--- src/rtl/apb_rambus_bridge.sv ---
// APB3 slave to RamBus master bridge.
// One APB transfer becomes one latched RamBus access, with an ack timeout.
module apb_rambus_bridge #(
   parameter int ADDR_W  = 14,
   parameter int DATA_W  = 32,
   parameter int TIMEOUT = 255
) (
   input  logic              clk,
   input  logic              rst,
   input  logic              PSEL,
   input  logic              PENABLE,
   input  logic              PWRITE,
   input  logic [ADDR_W-1:0] PADDR,
   input  logic [DATA_W-1:0] PWDATA,
   output logic [DATA_W-1:0] PRDATA,
   output logic              PREADY,
   output logic              PSLVERR,
   output logic              RamBusnCs,
   output logic              RamBusWrnRd,
   output logic              RamBusLatch,
   output logic [ADDR_W-1:0] RamBusAddress,
   output logic [DATA_W-1:0] RamBusDataIn,
   input  logic [DATA_W-1:0] RamBusDataOut,
   input  logic              RamBusAck
);

   localparam int CNT_W = $clog2(TIMEOUT + 1);
   localparam logic [CNT_W-1:0] CNT_INIT = CNT_W'(TIMEOUT);
   localparam logic [CNT_W-1:0] CNT_ONE  = CNT_W'(1);

   typedef enum logic [1:0] {
      S_IDLE,
      S_LATCH,
      S_WAIT,
      S_DONE
   } state_t;

   state_t              state_q, state_d;
   logic [CNT_W-1:0]    cnt_q, cnt_d;
   logic [ADDR_W-1:0]   addr_q, addr_d;
   logic [DATA_W-1:0]   wdata_q, wdata_d;
   logic [DATA_W-1:0]   rdata_q, rdata_d;
   logic                wr_q, wr_d;
   logic                err_q, err_d;

   // Next-state, counter and datapath capture for the transfer sequencer.
   always_comb begin
      state_d = state_q;
      cnt_d   = cnt_q;
      addr_d  = addr_q;
      wdata_d = wdata_q;
      rdata_d = rdata_q;
      wr_d    = wr_q;
      err_d   = err_q;
      unique case (state_q)
         S_IDLE: begin
            if (PSEL && !PENABLE) begin
               addr_d  = PADDR;
               wdata_d = PWDATA;
               wr_d    = PWRITE;
               state_d = S_LATCH;
            end
         end
         S_LATCH: begin
            cnt_d   = CNT_INIT;
            err_d   = 1'b0;
            state_d = S_WAIT;
         end
         S_WAIT: begin
            if (RamBusAck) begin
               if (!wr_q) rdata_d = RamBusDataOut;
               err_d   = 1'b0;
               state_d = S_DONE;
            end else begin
               if (cnt_q != '0) cnt_d = cnt_q - CNT_ONE;
               if (cnt_q <= CNT_ONE) begin
                  if (!wr_q) rdata_d = '1;
                  err_d   = 1'b1;
                  state_d = S_DONE;
               end
            end
         end
         S_DONE: begin
            state_d = S_IDLE;
         end
         default: begin
            state_d = S_IDLE;
         end
      endcase
   end

   // State and datapath registers; reset aborts any transfer in flight.
   always_ff @(posedge clk or posedge rst) begin
      if (rst) begin
         state_q <= S_IDLE;
         cnt_q   <= '0;
         addr_q  <= '0;
         wdata_q <= '0;
         rdata_q <= '0;
         wr_q    <= 1'b0;
         err_q   <= 1'b0;
      end else begin
         state_q <= state_d;
         cnt_q   <= cnt_d;
         addr_q  <= addr_d;
         wdata_q <= wdata_d;
         rdata_q <= rdata_d;
         wr_q    <= wr_d;
         err_q   <= err_d;
      end
   end

   // Handshake strobes decoded from the registered state.
   always_comb begin
      RamBusnCs   = 1'b1;
      RamBusLatch = 1'b0;
      PREADY      = 1'b0;
      PSLVERR     = 1'b0;
      unique case (state_q)
         S_LATCH: begin
            RamBusnCs   = 1'b0;
            RamBusLatch = 1'b1;
         end
         S_WAIT: begin
            RamBusnCs = 1'b0;
         end
         S_DONE: begin
            PREADY  = 1'b1;
            PSLVERR = err_q;
         end
         default: begin
            RamBusnCs = 1'b1;
         end
      endcase
   end

   assign RamBusWrnRd   = wr_q;
   assign RamBusAddress = addr_q;
   assign RamBusDataIn  = wdata_q;
   assign PRDATA        = rdata_q;

endmodule

--- config.mk ---
export PLATFORM = sky130hd
export DESIGN_NAME = apb_rambus_bridge
export DESIGN_NICKNAME = d
export VERILOG_FILES = /design/src/rtl/apb_rambus_bridge.sv
export SDC_FILE = /design/constraint.sdc
export NUM_CORES = 1
export LEC_CHECK = 0
export CAP_MARGIN = 20
export CORE_MARGIN = 5
export CORE_UTILIZATION = 38
export CTS_BUF_LIST = sky130_fd_sc_hd__clkbuf_4 sky130_fd_sc_hd__clkbuf_8
export DETAILED_ROUTE_END_ITERATION = 8
export HOLD_SLACK_MARGIN = 0.12
export PLACE_DENSITY_LB_ADDON = 0.25
export SYNTH_ARGS = -nofsm -noshare
export SYNTH_HDL_FRONTEND = slang
export SYNTH_SLANG_ARGS = --single-unit
--- constraint.sdc ---
create_clock -name clk -period 2.7 [get_ports clk]
set_input_delay 0.405 -clock clk [delete_from_list [all_inputs] [get_ports clk]]
set_output_delay 0.405 -clock clk [all_outputs]
set_load 0.05 [all_outputs]
After elaboration in Yosys (flattened, before gate mapping)
Cells that the tools add are included.
{"block": "op_classes", "add_sub_neg": 1, "magnitude_cmp": 1, "n_eq_ne": 7, "n_mux": 18, "bitwise": 1, "reduce_logical": 12}
{"operator": "32-bit 2-to-1 mux", "count": 4}
{"operator": "8-bit 2-to-1 mux", "count": 2}
{"operator": "8-bit case mux with 2 select lines", "count": 1}
{"operator": "8-bit by 1-bit <= comparator with 1-bit output (second input constant)", "count": 1}
{"operator": "2-bit case mux with 4 select lines", "count": 1}
{"operator": "8-bit nonzero test", "count": 1}
{"operator": "8-bit by 1-bit subtractor with 8-bit output (second input constant)", "count": 1}
{"operator": "1-bit 2-to-1 mux", "count": 6}
{"operator": "2-bit 2-to-1 mux", "count": 3}
{"operator": "2-bit inequality test (second input constant)", "count": 3}
{"operator": "2-bit AND reduction", "count": 3}
{"operator": "3-bit AND reduction", "count": 2}
{"operator": "2-bit == test (second input constant)", "count": 2}
{"operator": "2-bit nonzero test", "count": 2}
{"operator": "3-bit inequality test (second input constant)", "count": 1}
{"operator": "2-bit by 1-bit == test with 1-bit output (second input constant)", "count": 1}
{"operator": "2-bit logical NOT", "count": 1}
{"operator": "1-bit case mux with 2 select lines", "count": 1}
{"operator": "2-bit OR reduction", "count": 1}
{"operator": "1-bit logical AND", "count": 1}
{"operator": "1-bit logical NOT", "count": 1}
{"operator": "1-bit NOT", "count": 1}
{"block": "word_totals", "reg_bits": 90, "word_cells": 47}

Depth between registers and ports, before layout
{"block": "logic_depth", "word_depth": 4, "depth_mapped": 7}

Worst setup path after synthesis
Ideal clock, no wire load.
{"block": "synth_path", "path_type": "register to register", "from": "reg state_q[0]", "to": "reg cnt_q[5]", "setup_ns": 0.079, "arrival_ns": 1.888, "required_time_ns": 2.621, "setup_slack_ns": 0.732, "path_stages_with_launch": 7, "synth_period_minus_slack_ns": 1.968, "path_cell_list": "dfrtp_1 > inv_1 > ha_1 > nand2b_1 > or4_1 > a2111oi_2 > mux2i_1"}
{"block": "synth_between", "elab_chain_cells": 3}
{"element": "start: declaration", "line": "38", "source": "state_t state_q, state_d;"}
{"element": "start signal: assignment", "line": "103", "source": "state_q <= state_d;"}
{"element": "2-bit == test / 2-bit by 1-bit == test with 1-bit output (equally long branches)", "line": "55", "source": "unique case (state_q)"}
{"element": "2-bit inequality test (no line) / 2-bit nonzero test (equally long branches)"}
{"element": "3-bit AND reduction (no line)"}
{"element": "end signal: assignment", "line": "104", "source": "cnt_q <= cnt_d;"}
{"element": "end: declaration", "line": "39", "source": "logic [CNT_W-1:0] cnt_q, cnt_d;"}
Several ways; a longest one is shown, not always the timed one.
A chain may end at the register's enable or synchronous reset.

Final worst setup path
{"block": "layout_path", "from": "reg state_q[0]", "to": "out RamBusnCs"}
{"block": "layout_between", "elab_chain_cells": 3}
{"element": "2-bit by 1-bit == test with 1-bit output / 2-bit == test (equally long branches)", "line": "119", "source": "unique case (state_q)"}
{"element": "2-bit OR reduction (no line) *"}
{"element": "1-bit 2-to-1 mux *", "line": "119"}
{"element": "end: declaration", "line": "18", "source": "output logic RamBusnCs,"}
Every way passes the cells marked *; elsewhere a longest branch is shown, timed or not.

==> impl_summary.md <==
Run status
The run finished with clean final reports.

Place
The congestion estimate from routability-driven global placement came to 0.762. During placement, the flow inserted port buffers numbering ~170. The number of placed instances, taps included, is 532.

The placement-stage worst setup slack is 405 ps. The HPWL after detailed placement is 6920 um.

Synth
The async set-or-reset flop fraction in the synthesized netlist is 100%. The synthesized netlist devotes about an eighth of its cell area to compound gates. The post-synthesis adder-cell area fraction is 2.42%.

The count of synthesis-stage warnings from yosys is 0. The share of synthesized cell area in and, or, nand and nor gates is between 4 and 5%. The multiplexer share of the synthesized area is about 15%.

The xor and xnor fraction of the mapped netlist area is 0%. The summed instance area of the synthesized netlist is 3610 um2. The synthesized netlist cell count is 244.

By area, the combinational part of the netlist is dominated by multiplexers. The most used flip-flop cell after synthesis is sky130_fd_sc_hd__dfrtp_1. Synthesis produced a netlist with a net count of 335.

The synthesized design contains 0 enable-type register cells. After synthesis, the netlist uses 30 different library cells. The mean cell area of the mapped netlist is approximately 15 um2. For this run, the register share of the synthesized area comes to a little over 60%.

The synthesized design contains 90 register bits.

Worst setup path
The critical path is of the reg -> out type. The maximum net fanout on the critical path is 4. The critical path goes through inv_1 > ha_1 > inv_1 > clkdlybuf4s50_1. The number of buffers and inverters on the critical path is 3. The critical path launch point type is a flip-flop. Grouping stages by cell kind, the critical path spends the most delay in buffers and inverters.

The required time of the worst setup path is 2300 ps. The type of destination of the critical path is a primary output. The data arrival time at the worst-slack endpoint is 2030 ps. The largest stage delay on the critical path is 820 ps. The slowest stage of the critical path is the sky130_fd_sc_hd__clkdlybuf4s50_1 cell. The cell occurring most often along the worst timing path is sky130_fd_sc_hd__inv_1.

Route
In the routed design, unresolved DRC markers number 0. In the routed layout, each cell is associated on average with a via count of 4.79. The routed wirelength normalized by instance count is 17.0 um. The first routing iteration left 52 violations. The routed via count is 2625. Summed over all layers, the routed wires come to between 9000 and 10000 um. The first TritonRoute pass finished after 3 iterations. The final antenna-violating net count is 0.

STA
Setup repair after global routing left no endpoint under its margin. The slew at the pin with the worst max-slew slack is between 500 and 600 ps. The worst clock skew on the final layout is 13.8 ps. The final critical path takes up 90.1% of the cycle.

The worst pin sits at a relative slew slack of approximately 63%. The maximum operating frequency is 411 MHz. The number of endpoints with negative hold slack in the final report is 0. The final number of setup-violating endpoints is 0. The shortest clock period the worst path allows after layout is 2430 ps. The least setup slack across all paths after layout is approximately 270 ps. The tightest hold margin is 490 ps. Adding up every negative setup slack in the final design gives 0 ps. The max-slew violation count is 0.

Clock tree
Counting the buffers created by CTS gives 9. The clock transition time at the flip-flop clock pins of the worst setup and hold paths is 80 ps. The TritonCTS clock tree is done.

The number of buffers between clock root and the deepest sink is 2. The clock reaches the later pin of the worst-skew pair after 350 ps. The post-CTS setup buffer count is 0. For this design, the sink count on the clock tree is 90. The H-tree level count is 3. The hold buffer count at cts is 0. The root buffer cell chosen for the clock tree is sky130_fd_sc_hd__clkbuf_8. The total of cells resized after clock tree synthesis is 0.

Flow run
Across the run, the number of max-cap violations was 0.

Layout
Once layout is complete, the cells apart from fillers number 548. The area occupied by multi-input gates is 1260 um2. The area added between synthesis and finish is 55.5%. The layout has approximately 760 filler cells. The final layout contains between 500 and 600 nets.

The post-route netlist has 24.8% of its cells at a drive strength greater than 1. Summing all flip-flop and latch instances after layout gives 2250 um2. The repair_antennas step left the layout with diodes totalling 0.

Floorplanning
The die outline area is ~12000 um2. For this configuration, the core starts out at a cell density of 39.1%. In this run the standard cell core region covers 9240 um2. The floorplan step set the die width to about 110 um.

The die is 108 um tall. The number of top-level pins is 167. The number of standard-cell rows in the floorplan is 35.

Power
The power density over cell area is 1430 nW/um2. The part of the total power dissipated in the clock network is 11.6%. The internal power is 4160 uW. The worst-case IR drop observed on VDD is 0.000961 V.

The switching part of the total power is 48.0%. Summed over all cells, the static leakage comes to 0.00227 uW. Registers are responsible for slightly below 30% of the overall power. In this run the power spent charging and discharging nets is 3850 uW. The combinational cell fraction of total power is 59.5%.

GRT
The remaining global-route overflow is 0. The initial antenna violation count was 0. The global-route total usage across every layer is between 15 and 20%. Entering global routing, the biggest net connects 60 pins. The via count of the first global-routing pass came to approximately 2900.

The first-pass GRT wire length is between 10000 and 15000 um.

Worst hold path
The worst hold path belongs to the class in -> async.
## logic make-up after synthesis
logic type      after synthesis
compound gates               49
fa+ha+maj                     7
buf+inv                      20
flops                        90
mux                          50
simple gates                 28
## routing by layer
metal / GRT usage [%] / wire length (um)
met1: 18.3 / 3400
met2: 27.7 / 4740
met3: 9.06 / 1030
met4: 4.69 / 141
met5: 0 / 0
## state kept, by name, summed over array words and instances (netlist names)
signal         count
RamBusDataIn      32
state_q            2
cnt_q              8
PRDATA            32
RamBusAddress     14
err_q              1
RamBusWrnRd        1
## metrics by stage
stage	power, uW	util, %	cell area (um2)
after CTS	8120	60.8	5620
after global routing	8390	60.8	5620
after global placement	7070	58.7	5420
after detailed placement	7150	58.7	5420
after floorplan	5470	-	3620
final	8010	60.8	5620
## cells in the final DEF, fill, tap and decap left out, types with 2 or more instances in the layout
cell,count
sky130_fd_sc_hd__buf_4,4
sky130_fd_sc_hd__nand2b_1,2
sky130_fd_sc_hd__clkbuf_8,9
sky130_fd_sc_hd__mux2_2,47
sky130_fd_sc_hd__a211oi_1,3
sky130_fd_sc_hd__ha_1,7
sky130_fd_sc_hd__mux2i_1,3
sky130_fd_sc_hd__inv_1,7
sky130_fd_sc_hd__dfrtp_1,90
sky130_fd_sc_hd__or4_1,2
sky130_fd_sc_hd__nor2_1,7
sky130_fd_sc_hd__o22a_1,2
sky130_fd_sc_hd__a21oi_1,4
sky130_fd_sc_hd__nand2_1,2
sky130_fd_sc_hd__o21ai_0,3
sky130_fd_sc_hd__nand3b_1,2
sky130_fd_sc_hd__clkinvlp_4,4
sky130_fd_sc_hd__clkdlybuf4s50_1,166
sky130_fd_sc_hd__o22a_2,30
sky130_fd_sc_hd__nor3_1,4
sky130_fd_sc_hd__nor2b_1,4
sky130_fd_sc_hd__and2_1,2
## final timing paths
check | start | to | slack [ps] | cells after the start
max | state_q[0] | RamBusnCs | 270 | 4
min | rst | RamBusDataIn[22] | 490 | 3
max reg2reg | state_q[0] | cnt_q[5] | 530 | 6
min reg2reg | PRDATA[24] | PRDATA[24] | 490 | 1
max in group asynchronous | rst | RamBusDataIn[24] | 1870 | 3
min in group clk | PRDATA[24] | PRDATA[24] | 490 | 1
## cell type report
cell class              count  area share [%]
multi-input cells         134            22.5
well taps                 129            2.87
clock inverters             6            1.18
repair buffers            171            30.5
inverters                   8           0.601
flip-flops and latches     90            40.1
clock buffers              10            2.34
## worst min-delay path: stages
cell,delay [ps]
sky130_fd_sc_hd__clkdlybuf4s50_1,440
sky130_fd_sc_hd__clkinvlp_4,100
sky130_fd_sc_hd__buf_12,280
## power by group through the flow
stage / clock network, uW / logic [uW] / registers [uW]
after detailed placement: 0 / 4810 / 2340
after global routing: 1020 / 4970 / 2400
final: 930 / 4770 / 2310
after floorplan: 0 / 1050 / 4420
after global placement: 0 / 4780 / 2300
after CTS: 964 / 4830 / 2320
## cells in the mapped netlist (all sizes together), types with 3 or more instances
library cell	instances	share of area, %
a211oi	3	0.62
nor3	4	0.55
or4	3	0.73
inv	8	0.83
nor2	7	0.73
o22a	32	8.8
mux2	47	15
mux2i	3	0.83
a21oi	4	0.55
buf	3	0.93
nor2b	4	0.69
clkbuf	9	0.93
ha	7	2.4
o21ai	3	0.42
dfrtp	90	62
No activity file was read; power rests on OpenSTA's default activity.
